==> src/rtl/y86_mem_pkg.sv <==
// y86_mem_pkg: shared state encoding, port ids and data-memory geometry defaults.
package y86_mem_pkg;
    typedef enum logic [2:0] {IDLE, ACCESS, WAIT, RESP, ERR} state_t;
    localparam logic PORT_IF = 1'b0;
    localparam logic PORT_DM = 1'b1;
    localparam int AW_DEF = 10;
    localparam int ADDR_LIMIT_DEF = 1024;
endpackage

==> src/rtl/y86_mem_arb_pick.sv <==
// y86_mem_arb_pick: DM-priority winner select; MEM_ARB_AGE_EN lets a starved IF win.
module y86_mem_arb_pick import y86_mem_pkg::*; #(
    parameter int MAX_WAIT = 4
) (
    input  logic clk,
    input  logic rst,
    input  logic idle,
    input  logic if_req,
    input  logic dm_req,
    output logic win,
    output logic gnt
);
`ifdef MEM_ARB_AGE_EN
    localparam int CW = $clog2(MAX_WAIT + 1);
    logic [CW-1:0] age;
    logic aged;
    assign aged = age == CW'(MAX_WAIT);
    assign win = (dm_req && !(aged && if_req)) ? PORT_DM : PORT_IF;
    // saturating count of IF denials, cleared whenever IF wins
    always_ff @(posedge clk or posedge rst)
        if (rst) age <= '0;
        else if (idle && if_req) age <= (win == PORT_IF) ? '0 : aged ? age : age + 1'b1;
`else
    logic unused;
    assign unused = clk ^ rst ^ (MAX_WAIT > 0);
    assign win = dm_req ? PORT_DM : PORT_IF;
`endif
    assign gnt = idle && (if_req || dm_req);
endmodule

==> src/rtl/y86_mem_arbiter.sv <==
// y86_mem_arbiter: one-access-at-a-time IF/DM arbiter in front of the data RAM.
// Define MEM_ARB_AGE_EN to enable fetch-starvation aging.
module y86_mem_arbiter import y86_mem_pkg::*; #(
    parameter int DW = 64,
    parameter int AW = AW_DEF,
    parameter int ADDR_LIMIT = ADDR_LIMIT_DEF,
    parameter int MEM_LAT = 1,
    parameter int MAX_WAIT = 4
) (
    input  logic          clk,
    input  logic          rst,
    input  logic          if_req,
    input  logic [63:0]   if_addr,
    output logic          if_gnt,
    output logic          if_rvalid,
    output logic [DW-1:0] if_rdata,
    output logic          if_err,
    input  logic          dm_req,
    input  logic          dm_we,
    input  logic [63:0]   dm_addr,
    input  logic [DW-1:0] dm_wdata,
    output logic          dm_gnt,
    output logic          dm_rvalid,
    output logic [DW-1:0] dm_rdata,
    output logic          dm_err,
    output logic          mem_en,
    output logic          mem_we,
    output logic [AW-1:0] mem_addr,
    output logic [DW-1:0] mem_wdata,
    input  logic [DW-1:0] mem_rdata
);
    state_t state;
    logic port, we, win, pick_gnt, bad, go_resp;
    logic [1:0] cnt;
    logic [63:0] sel_addr;
    logic [DW-1:0] wdata, if_hold, dm_hold, resp_data;

    y86_mem_arb_pick #(.MAX_WAIT(MAX_WAIT)) u_pick (
        .clk(clk), .rst(rst), .idle(state == IDLE && !rst), .if_req(if_req), .dm_req(dm_req),
        .win(win), .gnt(pick_gnt)
    );

    // rdata follows the RAM live during RESP and otherwise shows the held value
    always_comb begin
        sel_addr = win == PORT_DM ? dm_addr : if_addr;
        bad = sel_addr >= 64'(ADDR_LIMIT);
        go_resp = (state == ACCESS && MEM_LAT == 1) || (state == WAIT && cnt == 2'd1);
        resp_data = we ? wdata : mem_rdata;
        if_gnt = pick_gnt && win == PORT_IF;
        dm_gnt = pick_gnt && win == PORT_DM;
        if_rdata = (state == RESP && port == PORT_IF) ? resp_data : if_hold;
        dm_rdata = (state == RESP && port == PORT_DM) ? resp_data : dm_hold;
    end

    assign mem_wdata = wdata;

    always_ff @(posedge clk or posedge rst) begin
        if (rst) begin
            state <= IDLE;
            port <= PORT_IF;
            we <= 1'b0;
            cnt <= '0;
            wdata <= '0;
            if_hold <= '0;
            dm_hold <= '0;
            if_rvalid <= 1'b0;
            dm_rvalid <= 1'b0;
            if_err <= 1'b0;
            dm_err <= 1'b0;
            mem_en <= 1'b0;
            mem_we <= 1'b0;
            mem_addr <= '0;
        end else begin
            mem_en <= 1'b0;
            mem_we <= 1'b0;
            if_rvalid <= 1'b0;
            dm_rvalid <= 1'b0;
            case (state)
                IDLE: if (pick_gnt) begin
                    port <= win;
                    we <= win == PORT_DM && dm_we;
                    wdata <= win == PORT_DM ? dm_wdata : '0;
                    mem_addr <= sel_addr[AW-1:0];
                    if (bad) begin
                        state <= ERR;
                        if (win == PORT_IF) begin
                            if_rvalid <= 1'b1;
                            if_err <= 1'b1;
                            if_hold <= '0;
                        end else begin
                            dm_rvalid <= 1'b1;
                            dm_err <= 1'b1;
                            dm_hold <= '0;
                        end
                    end else begin
                        state <= ACCESS;
                        mem_en <= 1'b1;
                        mem_we <= win == PORT_DM && dm_we;
                    end
                end
                ACCESS: begin
                    cnt <= 2'(MEM_LAT - 1);
                    state <= MEM_LAT == 1 ? RESP : WAIT;
                end
                WAIT: begin
                    cnt <= cnt - 1'b1;
                    if (cnt == 2'd1) state <= RESP;
                end
                RESP: begin
                    state <= IDLE;
                    if (port == PORT_IF) if_hold <= resp_data;
                    else dm_hold <= resp_data;
                end
                default: state <= IDLE;
            endcase
            if (go_resp) begin
                if (port == PORT_IF) begin
                    if_rvalid <= 1'b1;
                    if_err <= 1'b0;
                end else begin
                    dm_rvalid <= 1'b1;
                    dm_err <= 1'b0;
                end
            end
        end
    end
endmodule

==> config.mk <==
export PLATFORM = sky130hd
export DESIGN_NAME = y86_mem_arbiter
export DESIGN_NICKNAME = d
export VERILOG_FILES = /design/src/rtl/y86_mem_pkg.sv /design/src/rtl/y86_mem_arb_pick.sv /design/src/rtl/y86_mem_arbiter.sv
export SDC_FILE = /design/constraint.sdc
export NUM_CORES = 1
export LEC_CHECK = 0
export ABC_AREA = 0
export CAP_MARGIN = 10
export CORE_AREA = 2 2 243 125
export CTS_BUF_LIST = sky130_fd_sc_hd__clkbuf_16
export DETAILED_ROUTE_END_ITERATION = 8
export DIE_AREA = 0 0 245 127
export PLACE_DENSITY = 0.77
export SLEW_MARGIN = 10
export SYNTH_ARGS = -nofsm -noshare
export SYNTH_HDL_FRONTEND = slang
export SYNTH_SLANG_ARGS = --single-unit
==> constraint.sdc <==
create_clock -name clk -period 6.4 [get_ports clk]
set_clock_uncertainty 0.2 [all_clocks]
set_input_delay 0.96 -clock clk [delete_from_list [all_inputs] [get_ports clk]]
set_output_delay 0.96 -clock clk [all_outputs]
set_load 0.005 [all_outputs]
# Word-level counts from Yosys, hierarchy flattened

Index checks and enable logic that the tools add are counted.

Bits in registers: 215
Output and inout port bits: 210
Word-level logic and storage cells: 98

$add $sub $neg: 1
$lt $le $gt $ge: 1
Eq/ne operators: 11
Muxes and demuxes: 51
Bitwise operators: 2
Reduce and logical (&&, ||, !) cells: 18

Operators by type and width:

| cell                 | number |
|---|---|
| $mux 64              | 13 |
| $pmux 64 s2          | 2 |
| $ge 64x11->1 const B | 1 |
| $mux 1               | 31 |
| $ne 2x2->1 const B   | 6 |
| $reduce_and 5->1     | 2 |
| $mux 3               | 3 |
| $pmux 3 s3           | 1 |
| $logic_and 1x1->1    | 8 |
| $eq 3x2->1 const B   | 2 |
| $pmux 2 s2           | 1 |
| $reduce_and 2->1     | 2 |
| $reduce_bool 2->1    | 2 |
| $eq 3x1->1 const B   | 1 |
| $logic_not 3->1      | 1 |
| $eq 2x1->1 const B   | 1 |
| $logic_or 1x1->1     | 2 |
| $ne 2x1->1 const B   | 1 |
| $not 1->1            | 2 |
| $sub 2x1->2 const B  | 1 |
| $logic_not 1->1      | 1 |

# Depth between registers and ports, before layout

Depth after elaboration: 8
Mapped depth: 9
Depth with buffers taken out: 7

# Modules after synthesis

Synthesis repeated with hierarchy kept, for this count alone.

Cells, all modules: 1066
Area, all modules: 10088.4 µm²

Modules (own cells, without submodules):

| module           | times used | cells an instance | area each (µm²) | seq. area each (µm²) |
|---|---|---|---|---|
| y86_mem_arbiter  | 1          | 1064              | 10073.4         | 5380.2 |
| y86_mem_arb_pick | 1          | 2                 | 15.0            | 0.0 |

# Least setup slack after synthesis

OpenSTA, ideal clock, no wires.

Path type: input to output
Start: input port dm_req
End: output port if_gnt
Data arrival time: 1.688 ns
Required time: 5.240 ns
Slack: 3.552 ns
Cell stages on the path: 5
Buffers on the path: 1
Path through: buf_2 nor2_1 nor2_1 nand2_1 nor2_1

Longest elaborated chain between the ends: 3
Elaborated cells on any way between the ends: 5

Ends and longest elaborated chain:

| item                                           | line                                           | RTL |
|---|---|---|
| start, declared                                | y86_mem_arbiter.sv:18                          | `input logic dm_req,` |
| $mux 1 or $logic_or 1x1->1 (tied branches)     | y86_mem_arb_pick.sv:26, y86_mem_arb_pick.sv:28 |  |
| $not 1->1 or $logic_and 1x1->1 (tied branches) | --                                             |  |
| $logic_and 1x1->1 (*)                          | y86_mem_arbiter.sv:49                          | `if_gnt = pick_gnt && win == PORT_IF;` |
| end, declared                                  | y86_mem_arbiter.sv:14                          | `output logic if_gnt,` |

Every way passes the cells marked *; elsewhere a longest branch is shown, timed or not.

# Worst setup path in the final report

Start: register state[1]
End: output port dm_rdata[9]

Longest elaborated chain between the ends: 3

Ends and longest elaborated chain:

| item                   | line                   | RTL |
|---|---|---|
| start, declared        | y86_mem_arbiter.sv:32  | `state_t state;` |
| start signal, assigned | y86_mem_arbiter.sv:103 | `state <= MEM_LAT == 1 ? RESP : WAIT;` |
| $eq 3x2->1             | y86_mem_arbiter.sv:52  | `dm_rdata = (state == RESP && port == PORT_DM) ? resp_data : dm_hold;` |
| $logic_and 1x1->1      | y86_mem_arbiter.sv:52  |  |
| $mux 64                | y86_mem_arbiter.sv:52  |  |
| end, declared          | y86_mem_arbiter.sv:24  | `output logic [DW-1:0] dm_rdata,` |

No other way between the ends.

==> impl_metrics.ini <==
[placed_design]
dpl_cell_area_um2 = 16200
portBuffers = 470
dpl.hpwl_um = 30600
routabilityCongestion = 0.892
dp.cells = 2106

[hold_path]
min_path_type = flip-flop to flip-flop
hold-path-endpoint = mem_wdata[17]$_DFFE_PP0P_
worstHoldStart = mem_wdata[17]$_DFFE_PP0P_
hold_depth = 2

[setup_path]
worstPathCellList = nor2b_1 > nand3_4 > buf_4 > nor2_1 > a21o_1 > clkdlybuf4s50_1
start_kind = flip-flop
r2r_slack_ns = 3.24
critPathKind = flip-flop to output port
crit_path_max_fanout = 79
r2r-start = state[0]$_DFFE_PP0P_
cpPeakStageDelay_ns = 0.73
reg2reg_to = if_hold[63]$_DFFE_PP0P_
path_buf_inv = 2
worst_setup_path_end_kind = output port
cp_slowest_cell = nand3_4
reg2regPathDepth = 6
path_delay_family = simple AND/OR/NAND/NOR gates
crit_arrival_ns = 3.76
required_ns = 5.24

[run]
drv_cap = 0

[floorplanning]
row_count = 44
die_h_um = 127
die_w_um = 245
ioPinCount = 471
core_um2 = 28800
die_area_um2 = 31100
start_util = 0.390

[clock_network]
root_buffer = clkbuf_16
cts.sinks = 215
clk_pin_slew_ns = 0.06
worst_skew_pair.late_latency_ns = 0.52
post-cts-setup-buffers = 0
numCtsBuffers = 22
clockBufferDepth = 3
holdBufCountCts = 0
cts.repair.resized = 0
htree_levels = 1
tritoncts = yes

[logic_synthesis]
ys_seq_area_frac = 0.479
ys.flop_type = dfrtp_1
synthTopCellsByArea = dfrtp_1 (48%), nand2_1 (8.9%), a21o_1 (8.6%), mux2i_1 (6.7%), a21oi_1 (6.2%)
async_flop_share = 1.00
synth_area_per_cell_um2 = 8.44
synth_top_area_share = 0.479
synth_top_area_cell = dfrtp_1
syn_area_um2 = 11200
ys_ff_latch = 215
yosys_warnings = 0
synth_edf_count = 0
synth_cell_type_count = 38
syn_nets = 1593
synthCells = 1331

[timing]
fin_setup_tns_ns = 0
layout_min_cycle_time_ns = 4.92
finalSetupViolCount = 0
max_freq_mhz = 203
finalMaxSlewViolations = 0
fin_hold_ws_ns = 0.294
rsz0062_at_grt = no
max-slew-margin-rel = 0.265
hold_viol = 0
finalCritPeriodShare = 0.769
worstMarginPinSlew_ns = 1.10

[global_route]
grt_first_pass_wirelength_um = 65600
grt.overflow.total = 0
grt_usage = 0.271
grt_pass1_vias = 10676
grt_start_max_net_pins = 95
antenna_found_initial = 4

[routing]
firstDrtPassIters = 5
drt_wl_total_um = 43200
antenna_left = 0
routedWlPerCell_um = 20.1
drtIter0Drc = 928
viasPerCell = 5.24
route.vias.total = 11234
drc = 0

[layout]
finish.utilization = 0.583
final_cell_mix = clkdlybuf4s50_1 (469), nand2_1 (265), dfrtp_1 (214)
design_area_um2 = 16800
mostFrequentLayoutCell = clkdlybuf4s50_1
fin_cells = 2144
fin_nets = 2001
drive_gt1_frac = 0.0320
area_delta_synth_final_pct = 49.6

[status]
status = complete, no violations

[power_and_ir_drop]
ir_drop_mv = 0.154
p_per_area_nw_per_um2 = 196
p_leak_nw = 7.96
-- kinds of logic after synthesis --
logic type | after synthesis | share of synthesized area
muxes | 75 | 0.0669
DFF | 215 | 0.479
AOI/OAI and AO/OA | 412 | 0.217
and+or+nand+nor | 522 | 0.194
adders and majority gates | 1 | 0.00111
buffers and inverters | 106 | 0.0423
-- how the worst max path moves through the flow --
stage | slack (ns) | cells past startpoint | startpoint | endpoint
final | 1.48 | 6 | state[1]$_DFFE_PP0P_ | dm_rdata[9]
after detailed placement | 2.03 | 6 | state[1]$_DFFE_PP0P_ | dm_rdata[60]
after global placement | 2.09 | 6 | state[1]$_DFFE_PP0P_ | dm_rdata[12]
after CTS | 1.47 | 6 | state[1]$_DFFE_PP0P_ | dm_rdata[60]
after global routing | 1.21 | 6 | state[1]$_DFFE_PP0P_ | dm_rdata[4]
after floorplan | 2.44 | 1 | rst | cnt[0]$_DFFE_PP0N_
-- cells in the mapped netlist, types with 2 or more instances --
master    count
nor3_1        4
mux2i_1      75
nand4_1       6
nor2_1      146
o21ai_0      60
or3_1         2
inv_1         3
clkbuf_2      2
nand2b_1      2
a22o_1        3
nand3_1      65
a21oi_1     140
buf_1         3
a21o_1      129
nand2_1     266
buf_2        18
clkbuf_1     72
nor4b_1       2
nor4_1       22
o21ai_2       2
dfrtp_1     215
buf_6         7
o21ai_1      72
-- area by class of cell --
class | count | area (um2)
Fill cell | 2569 | 12000
Multi-Input combinational cell | 1010 | 5430
Sequential cell | 215 | 5380
Timing Repair Buffer | 486 | 4850
Clock buffer | 23 | 576
Tap cell | 391 | 489
Clock inverter | 11 | 47.5
Inverter | 4 | 18.8
Antenna cell | 4 | 10.0
-- layer usage --
metal,up-vias,wire (um),share of wire,global-route usage
li1,5399,-,-,-
met1,5412,19400,0.45,0.379
met2,325,19900,0.46,0.426
met3,96,2150,0.050,0.0454
met4,2,1710,0.040,0.0994
met5,-,16,0.00037,0
-- state kept, by name, indices dropped and copies added (netlist names) --
signal	cells
dm_hold	64
if_hold	64
mem_wdata	64
mem_addr	10
state	3
cnt	2
dm_err	1
dm_rvalid	1
if_err	1
if_rvalid	1
mem_en	1
mem_we	1
port	1
we	1
-- power breakdown --
group | switching (mW) | internal (mW)
logic | 0.271 | 0.328
registers | 0.0837 | 1.42
clock network | 0.550 | 0.642
total | 0.904 | 2.39
-- worst reg2reg max path: stages (launching register included) --
cell	delay, ns
dfrtp_1	0.64
nand4bb_4	0.72
o21ai_0	0.44
o21ai_4	0.33
buf_4	0.40
a21oi_1	0.19
o21ai_0	0.10
-- metrics by stage --
step                      power, mW  worst slack (ns)
after CTS                      3.32              1.47
after global placement         2.13              2.09
after global routing           3.43              1.21
after detailed placement       2.13              2.03
final                          3.30              1.48
after floorplan                1.72              2.44
Note: power is estimated with default switching activity, not from simulation.
